**src/rtl/fetch_pkg.sv**
```systemverilog
// Shared definitions for the instruction fetch stage.
package fetch_pkg;

  localparam int unsigned XLEN     = 64;
  localparam logic [31:0] NOP_INST = 32'h00000013;

  typedef enum logic [1:0] {
    BOOT,
    RUN,
    HALT
  } fetch_state_t;

endpackage

```
**src/rtl/fetch_perf_cnt.sv**
```systemverilog
// Saturating fetch/stall event counters for the fetch stage.
// Only built when FETCH_PERF_CNT_EN is defined.
module fetch_perf_cnt (
  input  logic        clk,
  input  logic        reset,
  input  logic        inc_fetched,
  input  logic        inc_stall,
  output logic [31:0] fetched,
  output logic [31:0] stalled
);

  // Count events, sticking at all-ones instead of wrapping.
  always_ff @(posedge clk) begin
    if (reset) begin
      fetched <= '0;
      stalled <= '0;
    end else begin
      if (inc_fetched && (fetched != '1)) fetched <= fetched + 32'd1;
      if (inc_stall && (stalled != '1))   stalled <= stalled + 32'd1;
    end
  end

endmodule

```
**src/rtl/instruction_fetch.sv**
```systemverilog
// Fetch stage: owns the PC, addresses the combinational instruction memory
// and captures the returned word into the IF/ID register. Handles stall,
// redirect-with-flush and halt on HALT_WORD or a bad fetch address.
// Optional macro FETCH_PERF_CNT_EN adds saturating fetch/stall counters.
module instruction_fetch
  import fetch_pkg::*;
#(
  parameter logic [63:0] RESET_PC  = 64'h0,
  parameter int unsigned MEM_BYTES = 132,
  parameter logic [31:0] HALT_WORD = 32'h00000000
) (
  input  logic            clk,
  input  logic            reset,
  input  logic            stall_i,
  input  logic            redirect_i,
  input  logic [XLEN-1:0] redirect_target_i,
  output logic [XLEN-1:0] inst_addr_o,
  input  logic [31:0]     inst_i,
  output logic [XLEN-1:0] if_id_pc_o,
  output logic [31:0]     if_id_inst_o,
  output logic            if_id_valid_o,
  output logic            halted_o,
`ifdef FETCH_PERF_CNT_EN
  output logic [31:0]     perf_fetched_o,
  output logic [31:0]     perf_stall_o,
`endif
  output logic            fetch_err_o
);

  localparam logic [XLEN-1:0] LAST_FETCH = XLEN'(MEM_BYTES - 4);

  fetch_state_t    state, next_state;
  logic [XLEN-1:0] pc_q;
  logic            misaligned;
  logic            out_of_range;
  logic            capture;
  logic            flush;
  logic            load_target;
  logic            set_err;

  assign misaligned   = (redirect_target_i[1:0] != 2'b00);
  assign out_of_range = (pc_q > LAST_FETCH);
  assign inst_addr_o  = pc_q;

  // State register.
  always_ff @(posedge clk) begin
    if (reset) state <= BOOT;
    else       state <= next_state;
  end

  // Next-state: redirect beats the range check, which beats stall and halt-word.
  always_comb begin
    next_state = state;
    unique case (state)
      BOOT: next_state = RUN;
      RUN: begin
        if (redirect_i) begin
          if (misaligned) next_state = HALT;
        end else if (out_of_range) begin
          next_state = HALT;
        end else if (!stall_i && (inst_i == HALT_WORD)) begin
          next_state = HALT;
        end
      end
      HALT:    next_state = HALT;
      default: next_state = BOOT;
    endcase
  end

  // Datapath controls decoded from state and inputs with the same priority.
  always_comb begin
    capture     = 1'b0;
    flush       = 1'b0;
    load_target = 1'b0;
    set_err     = 1'b0;
    halted_o    = (state == HALT);
    if (state == RUN) begin
      if (redirect_i) begin
        flush = 1'b1;
        if (misaligned) set_err = 1'b1;
        else            load_target = 1'b1;
      end else if (out_of_range) begin
        flush   = 1'b1;
        set_err = 1'b1;
      end else if (stall_i) begin
        capture = 1'b0;
      end else if (inst_i == HALT_WORD) begin
        flush = 1'b1;
      end else begin
        capture = 1'b1;
      end
    end
  end

  // PC, IF/ID register and sticky fetch-error flag.
  always_ff @(posedge clk) begin
    if (reset) begin
      pc_q          <= RESET_PC;
      if_id_pc_o    <= '0;
      if_id_inst_o  <= NOP_INST;
      if_id_valid_o <= 1'b0;
      fetch_err_o   <= 1'b0;
    end else begin
      if (load_target)  pc_q <= redirect_target_i;
      else if (capture) pc_q <= pc_q + XLEN'(4);

      if (flush) begin
        if_id_inst_o  <= NOP_INST;
        if_id_valid_o <= 1'b0;
      end else if (capture) begin
        if_id_pc_o    <= pc_q;
        if_id_inst_o  <= inst_i;
        if_id_valid_o <= 1'b1;
      end

      if (set_err) fetch_err_o <= 1'b1;
    end
  end

`ifdef FETCH_PERF_CNT_EN
  fetch_perf_cnt u_perf (
    .clk         (clk),
    .reset       (reset),
    .inc_fetched (capture),
    .inc_stall   ((state == RUN) && stall_i && !redirect_i),
    .fetched     (perf_fetched_o),
    .stalled     (perf_stall_o)
  );
`endif

endmodule

```
**config.mk**
```make
export PLATFORM = sky130hd
export DESIGN_NAME = instruction_fetch
export DESIGN_NICKNAME = d
export VERILOG_FILES = /design/src/rtl/fetch_pkg.sv /design/src/rtl/fetch_perf_cnt.sv /design/src/rtl/instruction_fetch.sv
export SDC_FILE = /design/constraint.sdc
export NUM_CORES = 1
export LEC_CHECK = 0
export ABC_CLOCK_PERIOD_IN_PS = 3300
export CAP_MARGIN = 20
export CORE_AREA = 2 2 102 104
export DETAILED_ROUTE_END_ITERATION = 7
export DIE_AREA = 0 0 104 106
export DONT_BUFFER_PORTS = 1
export PLACE_DENSITY = 0.73
export SYNTH_ARGS = -nofsm -noshare
export SYNTH_HDL_FRONTEND = slang
export SYNTH_HIERARCHICAL = 1
export SYNTH_SLANG_ARGS = --single-unit
```
**constraint.sdc**
```tcl
create_clock -name clk -period 3.3 [get_ports clk]
set_input_delay 0.66 -clock clk [delete_from_list [all_inputs] [get_ports clk]]
set_output_delay 0.66 -clock clk [all_outputs]
set_load 0.05 [all_outputs]
```
* Word level (Yosys, flattened, before mapping)
Index checks and enable logic that the tools add are counted.
** Word-level totals
- Output and inout bits :: 163
- Word-level logic and storage cells :: 46
- Bits of input ports :: 100
- Register bits :: 164
** Cells by class
- Bitwise logic cells :: 1
- Equality and inequality tests :: 4
- Add/subtract/negate cells :: 1
- Reductions and logical operators :: 9
- Magnitude comparators :: 1
- Mux-type cells :: 24
** Operators with widths (count)
- $mux W64 :: 2
- $add A64 B3 Y64 const B :: 1
- $gt A64 B8 Y1 const B :: 1
- $logic_not A32 Y1 :: 1
- $mux W1 :: 17
- $mux W2 :: 4
- $pmux W2 S3 :: 1
- $ne A4 B4 Y1 const B :: 1
- $reduce_and A2 Y1 :: 2
- $reduce_bool A2 Y1 :: 2
- $ne A3 B3 Y1 const B :: 1
- $eq A2 B1 Y1 const B :: 1
- $eq A2 B2 Y1 const B :: 1
- $logic_not A2 Y1 :: 1
- $reduce_or A2 Y1 :: 1
- $logic_and A1 B1 Y1 :: 1
- $logic_not A1 Y1 :: 1
- $not A1 Y1 :: 1

* Depth between registers and ports, before layout
Gate-level depths: netlist (run 1).
- Word-level depth :: 8
- Depth in mapped cells :: 10
- Gate-level depth less buffers :: 7

* Worst setup path before layout (run 1)
Ideal clock, no wire load.
- Kind :: reg-to-reg
- Start point :: register pc_q[2], in the netlist inst_addr_o[2]
- End point :: register if_id_pc_o[10]
- Period minus slack after synthesis :: 2.355 ns
- Slack :: 0.945 ns
- Required time :: 3.185 ns
- Buffers on the path :: 3
- Setup time :: 0.115 ns
- Stages on the path, launching flop included :: 11
- Data arrival time :: 2.239 ns
- Cell sequence :: dfxtp_1 > inv_1 > ha_1 > or4b_4 > o31ai_4 > nand3b_1 > buf_4 > nor2b_4 > buf_6 > buf_6 > and2_1
** On the way
- Longest elaborated chain between the ends :: 6
- Elaborated cells on any way between the ends :: 9
- Those cells by class :: order compare: 1; mux: 6; bitwise: 1; reduce/logical: 1
** Ends and longest elaborated chain
- from (decl) :: line instruction_fetch.sv:33 : logic [XLEN-1:0] pc_q;
- from (signal assigned) :: line instruction_fetch.sv:104 : if (load_target) pc_q <= redirect_target_i;
- from (signal assigned) :: line instruction_fetch.sv:105 : else if (capture) pc_q <= pc_q + XLEN'(4);
- $gt A64 B8 Y1 (*) :: line instruction_fetch.sv:42 : assign out_of_range = (pc_q > LAST_FETCH);
- $mux W1 :: line instruction_fetch.sv:82 : end else if (out_of_range) begin
- $mux W1 :: line instruction_fetch.sv:78 : if (redirect_i) begin
- $mux W1 :: line instruction_fetch.sv:77 : if (state == RUN) begin
- $not A1 Y1 (no line)
- $reduce_and A2 Y1 (no line) (*)
- to (signal assigned) :: line instruction_fetch.sv:111 : if_id_pc_o <= pc_q;
- to (decl) :: line instruction_fetch.sv:19 : output logic [XLEN-1:0] if_id_pc_o,
Mark *: on every way between the ends. The rest lies on a longest branch, timed or not.
A chain may end at the register's enable or synchronous reset.

* Final worst setup path (run 1)
- Start point :: register pc_q[18], in the netlist inst_addr_o[18]
- End point :: register pc_q[5], in the netlist inst_addr_o[5]
** On the way
- Longest elaborated chain between the ends :: 5
** Ends and longest elaborated chain (line)
- $gt A64 B8 Y1 :: instruction_fetch.sv:42
- $mux W1 :: instruction_fetch.sv:82
- $mux W1 :: instruction_fetch.sv:78
- $mux W1 :: instruction_fetch.sv:77
- $reduce_bool A2 Y1 (no line)
Every way passes these cells.

==> results of run 1 <==
## layout make-up
class | count | area [um2]
clock buffer | 17 | 414.1
multi-input combinational | 393 | 2228
sequential | 164 | 3283
tap | 136 | 170.2
clock inverter | 15 | 183.9
fill | 814 | 3537
inverter | 10 | 37.54
timing repair buffer | 16 | 145.1
## Yosys cell counts (all sizes together)
| master | n | area, um2 |
|---|---|---|
| o41a | 1 | 11.26 |
| nand2 | 114 | 427.9 |
| nor3 | 3 | 15.01 |
| a2bb2oi | 1 | 8.760 |
| buf | 15 | 111.4 |
| nand3 | 5 | 25.02 |
| nor4 | 22 | 143.9 |
| or3 | 1 | 6.260 |
| nor3b | 2 | 15.01 |
| inv | 10 | 37.54 |
| a31oi | 1 | 6.260 |
| o21a | 2 | 15.01 |
| nand4 | 7 | 43.79 |
| a21boi | 1 | 7.510 |
| o21bai | 3 | 22.52 |
| a211oi | 1 | 7.510 |
| or4b | 1 | 13.76 |
| xnor2 | 1 | 8.760 |
| clkbuf | 21 | 78.83 |
| a21oi | 58 | 290.3 |
| nand3b | 1 | 7.510 |
| ha | 5 | 62.56 |
| a221oi | 1 | 8.760 |
| a211o | 3 | 26.28 |
| and3 | 1 | 6.260 |
| and2 | 56 | 350.3 |
| a21o | 1 | 7.510 |
| nor2 | 51 | 191.4 |
| mux2i | 40 | 400.4 |
| o21ai | 1 | 5.000 |
| nand2b | 5 | 31.28 |
| nor2b | 2 | 20.02 |
| a311oi | 1 | 8.760 |
| o31ai | 1 | 21.27 |
| dfxtp | 164 | 3283 |
## flip-flops by register name, summed over array words and instances (netlist names)
name	flops
fetch_err_o	1
if_id_inst_o	32
if_id_pc_o	64
if_id_valid_o	1
inst_addr_o	64
state	2
## per-layer routing
metal,up-vias,GRT usage
met5,-,0
met4,0,0.08591
met3,17,0.1183
met2,213,0.4309
met1,1919,0.2662
li1,1999,-
## worst max-delay path: cells and delay by family (launching register included)
kind	cells	cell delay, ns
buf+inv	1	0.31
simple gates	4	1.44
flops	1	0.49
compound gates	2	0.57
## timing repair
action,4_1_cts,5_1_grt
buffers inserted,0,0
endpoints found under the setup margin,0,1
resized for setup,0,1
hold buffers,0,0
## per-stage QoR
| step | instance area, um2 | hold WS (ns) | setup WS (ns) |
|---|---|---|---|
| floorplan | 5727 | 0.4688 | 0.9454 |
| global placement | 5858 | 0.4781 | 0.3385 |
| detailed placement | 5858 | 0.5058 | 0.2224 |
| CTS | 6456 | 0.1866 | 0.1975 |
| global route | 6462 | 0.1750 | 0.07773 |
| finish | 6462 | 0.2241 | 0.3941 |
## how the worst min path moves through the flow
stage | endpoint | slack [ns] | cells after the start
final | inst_addr_o[8] | 0.22 | 1
after floorplan | state[1] | 0.47 | 2
after global routing | inst_addr_o[8] | 0.17 | 1
after detailed placement | state[0] | 0.51 | 2
after global placement | state[1] | 0.48 | 2
after CTS | inst_addr_o[63] | 0.19 | 1
## kinds of logic after synthesis
logic type,Yosys count,synth area share
flops,164,0.5733
fa+ha+maj,5,0.01092
simple gates,271,0.2266
compound gates,76,0.07800
buf+inv,46,0.03976
mux,40,0.06991
xor+xnor,1,0.001530
## power breakdown
group / internal, mW / switching (mW) / total, mW
Clock: 1.05 / 0.880 / 1.93
Sequential: 2.06 / 0.266 / 2.32
Combinational: 0.184 / 0.313 / 0.498
==> results.cfg, run 1 <==
[status]
status = complete, no violations

[drt]
drtIter0Drc = 234
num_vias = 4148
wl_met3_um = 1477
vias_per_cell = 5.523
drcViolationCount = 0
wl_met2_um = 7003
wl_met1_um = 5104
ant_nets = 0
dr.pass1.iters = 5
drt_wl_total_um = 13800
highest_layer = met4
wl_per_cell_um = 18.37

[logic_synthesis]
ys_warn_count = 6
synthCells = 603
synth-seq-area-share = 0.5733
synth_cell_types = 40
synth.avg_cell_area_um2 = 9.497
synth_nets = 708
ys_ff_latch = 164
synthesis.area_um2 = 5727

[power_and_ir_drop]
finalPower_mw = 4.753
power.density_nw_per_um2 = 735.5
static-leakage-power_nw = 2.636
ir_drop_mv = 0.4303

[global_routing]
grt_use_total = 0.2485
grt_pass1_wl_um = 21690
gr-total-overflow = 0
grt_start_max_net_pins = 66
antenna_found_initial = 0
first_global_vias = 4173

[timing]
timing.fmax_ghz = 0.3441
hold_viol = 0
tightest_slew_ns = 0.6894
rsz0062_at_grt = no
drv_slew = 0
clock_skew_ns = 0.01015
setup_violations = 0
period_needed_ns = 2.906
period_share = 0.8806
tns_ns = 0
max_slew_margin = 0.5398

[floorplan]
die_area_um2 = 11020
fp.dieW_um = 104
row_count = 37
core_um2 = 10000
dieHeight_um = 106
io_pins = 263
start_util = 0.5727

[layout]
layout_common_cells = dfxtp_1, nand2_1, a21oi_1
final_common_cell = dfxtp_1
num_antenna_cells = 0
stdcell_count = 751
final_nets = 707
area_growth_pct = 12.85
fin_util = 0.6463
drive_gt1_frac = 0.08943

[critical_path]
reg2regPathDepth = 7
r2r_start = inst_addr_o[18]
max_stage_delay_ns = 0.49
cp-endpoint = inst_addr_o[5]
path_max_fanout = 28
crit_required_ns = 3.71
crit_path_start_kind = flip-flop
cp_slowest_cell = dfxtp_1
arrival_ns = 3.32
crit_start = inst_addr_o[18]
path_cells = nor4_1, nand4_1, nor4_2, nand3b_1, buf_12, o41a_1, a311oi_1
worstSetupEndpointType = flip-flop
rrSetupSlack_ns = 0.39
worst-setup-path-type = flip-flop to flip-flop
r2r-end = inst_addr_o[5]

[cts]
cts_max_level = 4
cts_tree = done
cts.sinks = 164
clk_pin_slew_worst_paths_ns = 0.07
cts_buffers = 17
root_buffer = clkbuf_8
insertion_delay_ns = 0.51
cts_buffer_depth = 2

[run]
drv_cap = 0

[min_path]
worstHoldPathType = input pin to flip-flop
min_from = reset

[placed_design]
dpl.hpwl_um = 9987
place_inst = 719
portBuffers = 0
gp_congestion = 0.8472
Power figures use the tool's default switching activity.
==> run 2, diff against run 1 <==
- GPL_TIMING_DRIVEN: not set -> 0
- TNS_END_PERCENT: not set -> 30
==> results.cfg, run 2 (same netlist as run 1, synthesis figures left out) <==
[power_and_ir_drop]
ir_drop_mv = 0.3863
static-leakage-power_nw = 2.619
power.density_nw_per_um2 = 741.9

[floorplan]
fp.dieW_um = 104
io_pins = 263
row_count = 37
dieHeight_um = 106
start_util = 0.5727
core_um2 = 10000
die_area_um2 = 11020

[run]
drv_cap = 0

[cts]
cts_max_level = 4
cts_setup_buffers = 0
cts.sinks = 164
ctsResizeCount = 0
root_buffer = clkbuf_8
cts_tree = done
cts_buffers = 17
insertion_delay_ns = 0.52
clk_pin_slew_worst_paths_ns = 0.07
cts_buffer_depth = 2
ctsHoldBuffers = 0

[drt]
ant_nets = 0
drtIter0Drc = 168
dr.pass1.iters = 4
drcViolationCount = 0
num_vias = 4218
wl_per_cell_um = 18.73
vias_per_cell = 5.478
drt_wl_total_um = 14420

[timing]
rsz0062_at_grt = no
period_needed_ns = 2.690
timing.fmax_ghz = 0.3718
period_share = 0.8151
hold_viol = 0
fin_ws_ns = 0.6100
tightest_slew_ns = 0.7675
drv_slew = 0
max_slew_margin = 0.4876
tns_ns = 0
setup_violations = 0
clock_skew_ns = 0.01383

[critical_path]
crit_required_ns = 3.70
arrival_ns = 3.09
worst-setup-path-type = flip-flop to flip-flop
worstSetupEndpointType = flip-flop
path_max_fanout = 10
crit_path_start_kind = flip-flop

[layout]
final_nets = 727
fin_util = 0.6488
fillers = 825
area_growth_pct = 13.28
final_common_cell = dfxtp_1
num_antenna_cells = 0
layout_common_cells = dfxtp_1, nand2_1, a21oi_1
drive_gt1_frac = 0.07256

[global_routing]
grt_use_total = 0.2600
antenna_found_initial = 0
gr-total-overflow = 0
grt_start_max_net_pins = 17
grt_pass1_wl_um = 22340
first_global_vias = 4189

[placed_design]
gp_congestion = 0.7622
portBuffers = 0
post-place-ws_ns = 0.6438
dpl.hpwl_um = 10750

[status]
status = complete, no violations

[min_path]
worstHoldPathType = input pin to flip-flop
run 2: cell types whose count changed in the layout (fill, tap and decap cells not counted), moves of 2 or more:
cell and change:
buf_1 +3, buf_12 -2, buf_2 +5, buf_4 -13
buf_6 +6, bufinv_16 +2, clkbuf_1 +22, clkinv_8 -3
inv_8 -4
run 2: report_power, final:
part | internal [mW] | switching, mW
Combinational | 0.186 | 0.299
Clock | 1.16 | 0.803
Sequential | 2.06 | 0.304
run 2: final timing paths:
path / to / startpoint / slack [ns] / cells after the start
max: inst_addr_o[17] / inst_addr_o[10] / 0.61 / 8
max reg2reg: inst_addr_o[17] / inst_addr_o[10] / 0.61 / 8
min: inst_addr_o[55] / redirect_target_i[55] / 0.27 / 2
min reg2reg: state[0] / state[0] / 0.52 / 2
run 2: critical path, cell delays in order (launching register included):
cell and delay [ns]:
dfxtp_1 0.51, nor4_1 0.49, nand4_1 0.24, nor4_2 0.46, nand3b_1 0.12, buf_4 0.20
nand2b_1 0.21, buf_2 0.27, a21oi_1 0.07
run 2: layout make-up:
| cell class | count | area, um2 | area share |
|---|---|---|---|
| Sequential cell | 164 | 3283 | 0.5061 |
| Multi-Input combinational cell | 393 | 2216 | 0.3416 |
| Clock buffer | 18 | 417.9 | 0.06442 |
| Buffer | 36 | 190.2 | 0.02932 |
| Clock inverter | 13 | 172.7 | 0.02662 |
| Tap cell | 136 | 170.2 | 0.02623 |
| Inverter | 10 | 37.54 | 0.005786 |
run 2: metal layers:
layer / part of all wire / track usage
met1: 0.38 / 0.2786
met2: 0.50 / 0.4582
met3: 0.098 / 0.1104
met4: 0.021 / 0.09556
met5: 0 / 0
run 2: per-stage QoR:
stage	cells	power (mW)	instance area [um2]	hold slack (ns)
after detailed placement	739	2.891	5897	0.5153
after CTS	770	4.834	6487	0.2559
after global placement	739	2.867	5897	0.4797
after floorplan	603	2.765	5727	0.4688
final	770	4.813	6487	0.2681
after global routing	770	4.991	6487	0.2501
==> run 3, diff against run 2 <==
- ABC_CLOCK_PERIOD_IN_PS: 3300 -> 2500
- clock period: 3.3 -> 2.5 ns (I/O delays scaled with it)
==> results.cfg, run 3 (same netlist as run 1, synthesis figures left out) <==
[status]
status = complete, no violations

[timing]
period_share = 0.9569
drv_slew = 0
timing.hold.ws_ns = 0.1003
max_slew_margin = 0.4867
clock_skew_ns = 0.01647
setup_violations = 0
rsz0062_at_grt = no
tns_ns = 0
timing.fmax_ghz = 0.4180
tightest_slew_ns = 0.7689
period_needed_ns = 2.392
hold_viol = 0

[min_path]
worstHoldPathType = input pin to flip-flop

[cts]
cts_buffers = 17
cts_tree = done
root_buffer = clkbuf_8
insertion_delay_ns = 0.52
cts.sinks = 164
ctsHoldBuffers = 0
cts_buffer_depth = 2
clk_pin_slew_worst_paths_ns = 0.07
cts_max_level = 4

[critical_path]
crit_required_ns = 2.91
worst-setup-path-type = flip-flop to flip-flop
path_max_fanout = 10
arrival_ns = 2.80
worstSetupEndpointType = flip-flop
crit_path_start_kind = flip-flop

[global_routing]
first_global_vias = 4201
antenna_found_initial = 0
grt_pass1_wl_um = 22450
grt_use_total = 0.2611
grt_start_max_net_pins = 17
gr-total-overflow = 0

[floorplan]
io_pins = 263
die_area_um2 = 11020
start_util = 0.5727
row_count = 37
dieHeight_um = 106
fp.dieW_um = 104
core_um2 = 10000

[drt]
num_vias = 4245
ant_nets = 0
drt_wl_total_um = 14510
vias_per_cell = 5.513
wl_per_cell_um = 18.84
dr.pass1.iters = 4
drtIter0Drc = 165
drcViolationCount = 0

[power_and_ir_drop]
finalPower_mw = 6.388
ir_drop_mv = 0.5096
static-leakage-power_nw = 2.664
power.density_nw_per_um2 = 964.9

[layout]
drive_gt1_frac = 0.1467
area_growth_pct = 15.60
num_antenna_cells = 0
stdcell_count = 770
final_common_cell = dfxtp_1
final_nets = 727
post-route-cell-area_um2 = 6620
layout_common_cells = dfxtp_1, nand2_1, a21oi_1

[placed_design]
dpl.hpwl_um = 10750
portBuffers = 0
gp_congestion = 0.7622
place_area_um2 = 5897
place_inst = 739

[run]
drv_cap = 0
[run 3: per-stage QoR]
stage | setup slack (ns) | util
final | 0.1076 | 0.6620
after global routing | 0.008520 | 0.6620
after CTS | 0.0003288 | 0.6544
after detailed placement | -0.1562 | 0.5897
after global placement | -0.1324 | 0.5897
after floorplan | 0.1454 | -
[run 3: layer usage]
layer,up-vias,part of all wire,GRT usage
met1,1987,0.38,0.2808
met4,0,0.022,0.1014
met3,25,0.094,0.1110
li1,2037,-,-
met2,196,0.50,0.4563
met5,-,0,0
[run 3: layout make-up]
class                      count  area (um2)
buffer                        36       192.7
clock buffer                  18       417.9
clock inverter                13       172.7
fill                         812        3379
inverter                      10       37.54
multi-input combinational    393        2295
sequential                   164        3334
tap                          136       170.2
[run 3: critical path, stage by stage, from the launching register on]
cell and delay [ns]:
dfxtp_1 0.55, or4b_4 0.63, o31ai_4 0.25, nand3b_1 0.11
buf_4 0.19, nor2b_4 0.14, buf_6 0.13, buf_6 0.13
and2_1 0.16
[run 3: worst paths after layout]
| path | from | endpoint | slack [ns] | cells past startpoint |
|---|---|---|---|---|
| setup / recovery | inst_addr_o[6] | if_id_pc_o[23] | 0.11 | 8 |
| hold / removal | redirect_target_i[55] | inst_addr_o[55] | 0.10 | 2 |
| setup reg to reg | inst_addr_o[6] | if_id_pc_o[23] | 0.11 | 8 |
| hold reg to reg | state[0] | state[0] | 0.52 | 2 |
[run 3: repair_timing]
action / in CTS / in global routing
setup endpoints to repair: 115 / 102
resized for setup: 19 / 34
gates cloned: 0 / 0
endpoints found under the hold margin: 0 / 0
pin swaps: 0 / 1
setup buffers: 0 / 0
[run 3: power breakdown]
part | internal (mW) | switching, mW
combinational | 0.263 | 0.404
sequential | 2.72 | 0.408
clock | 1.54 | 1.06
total | 4.52 | 1.87
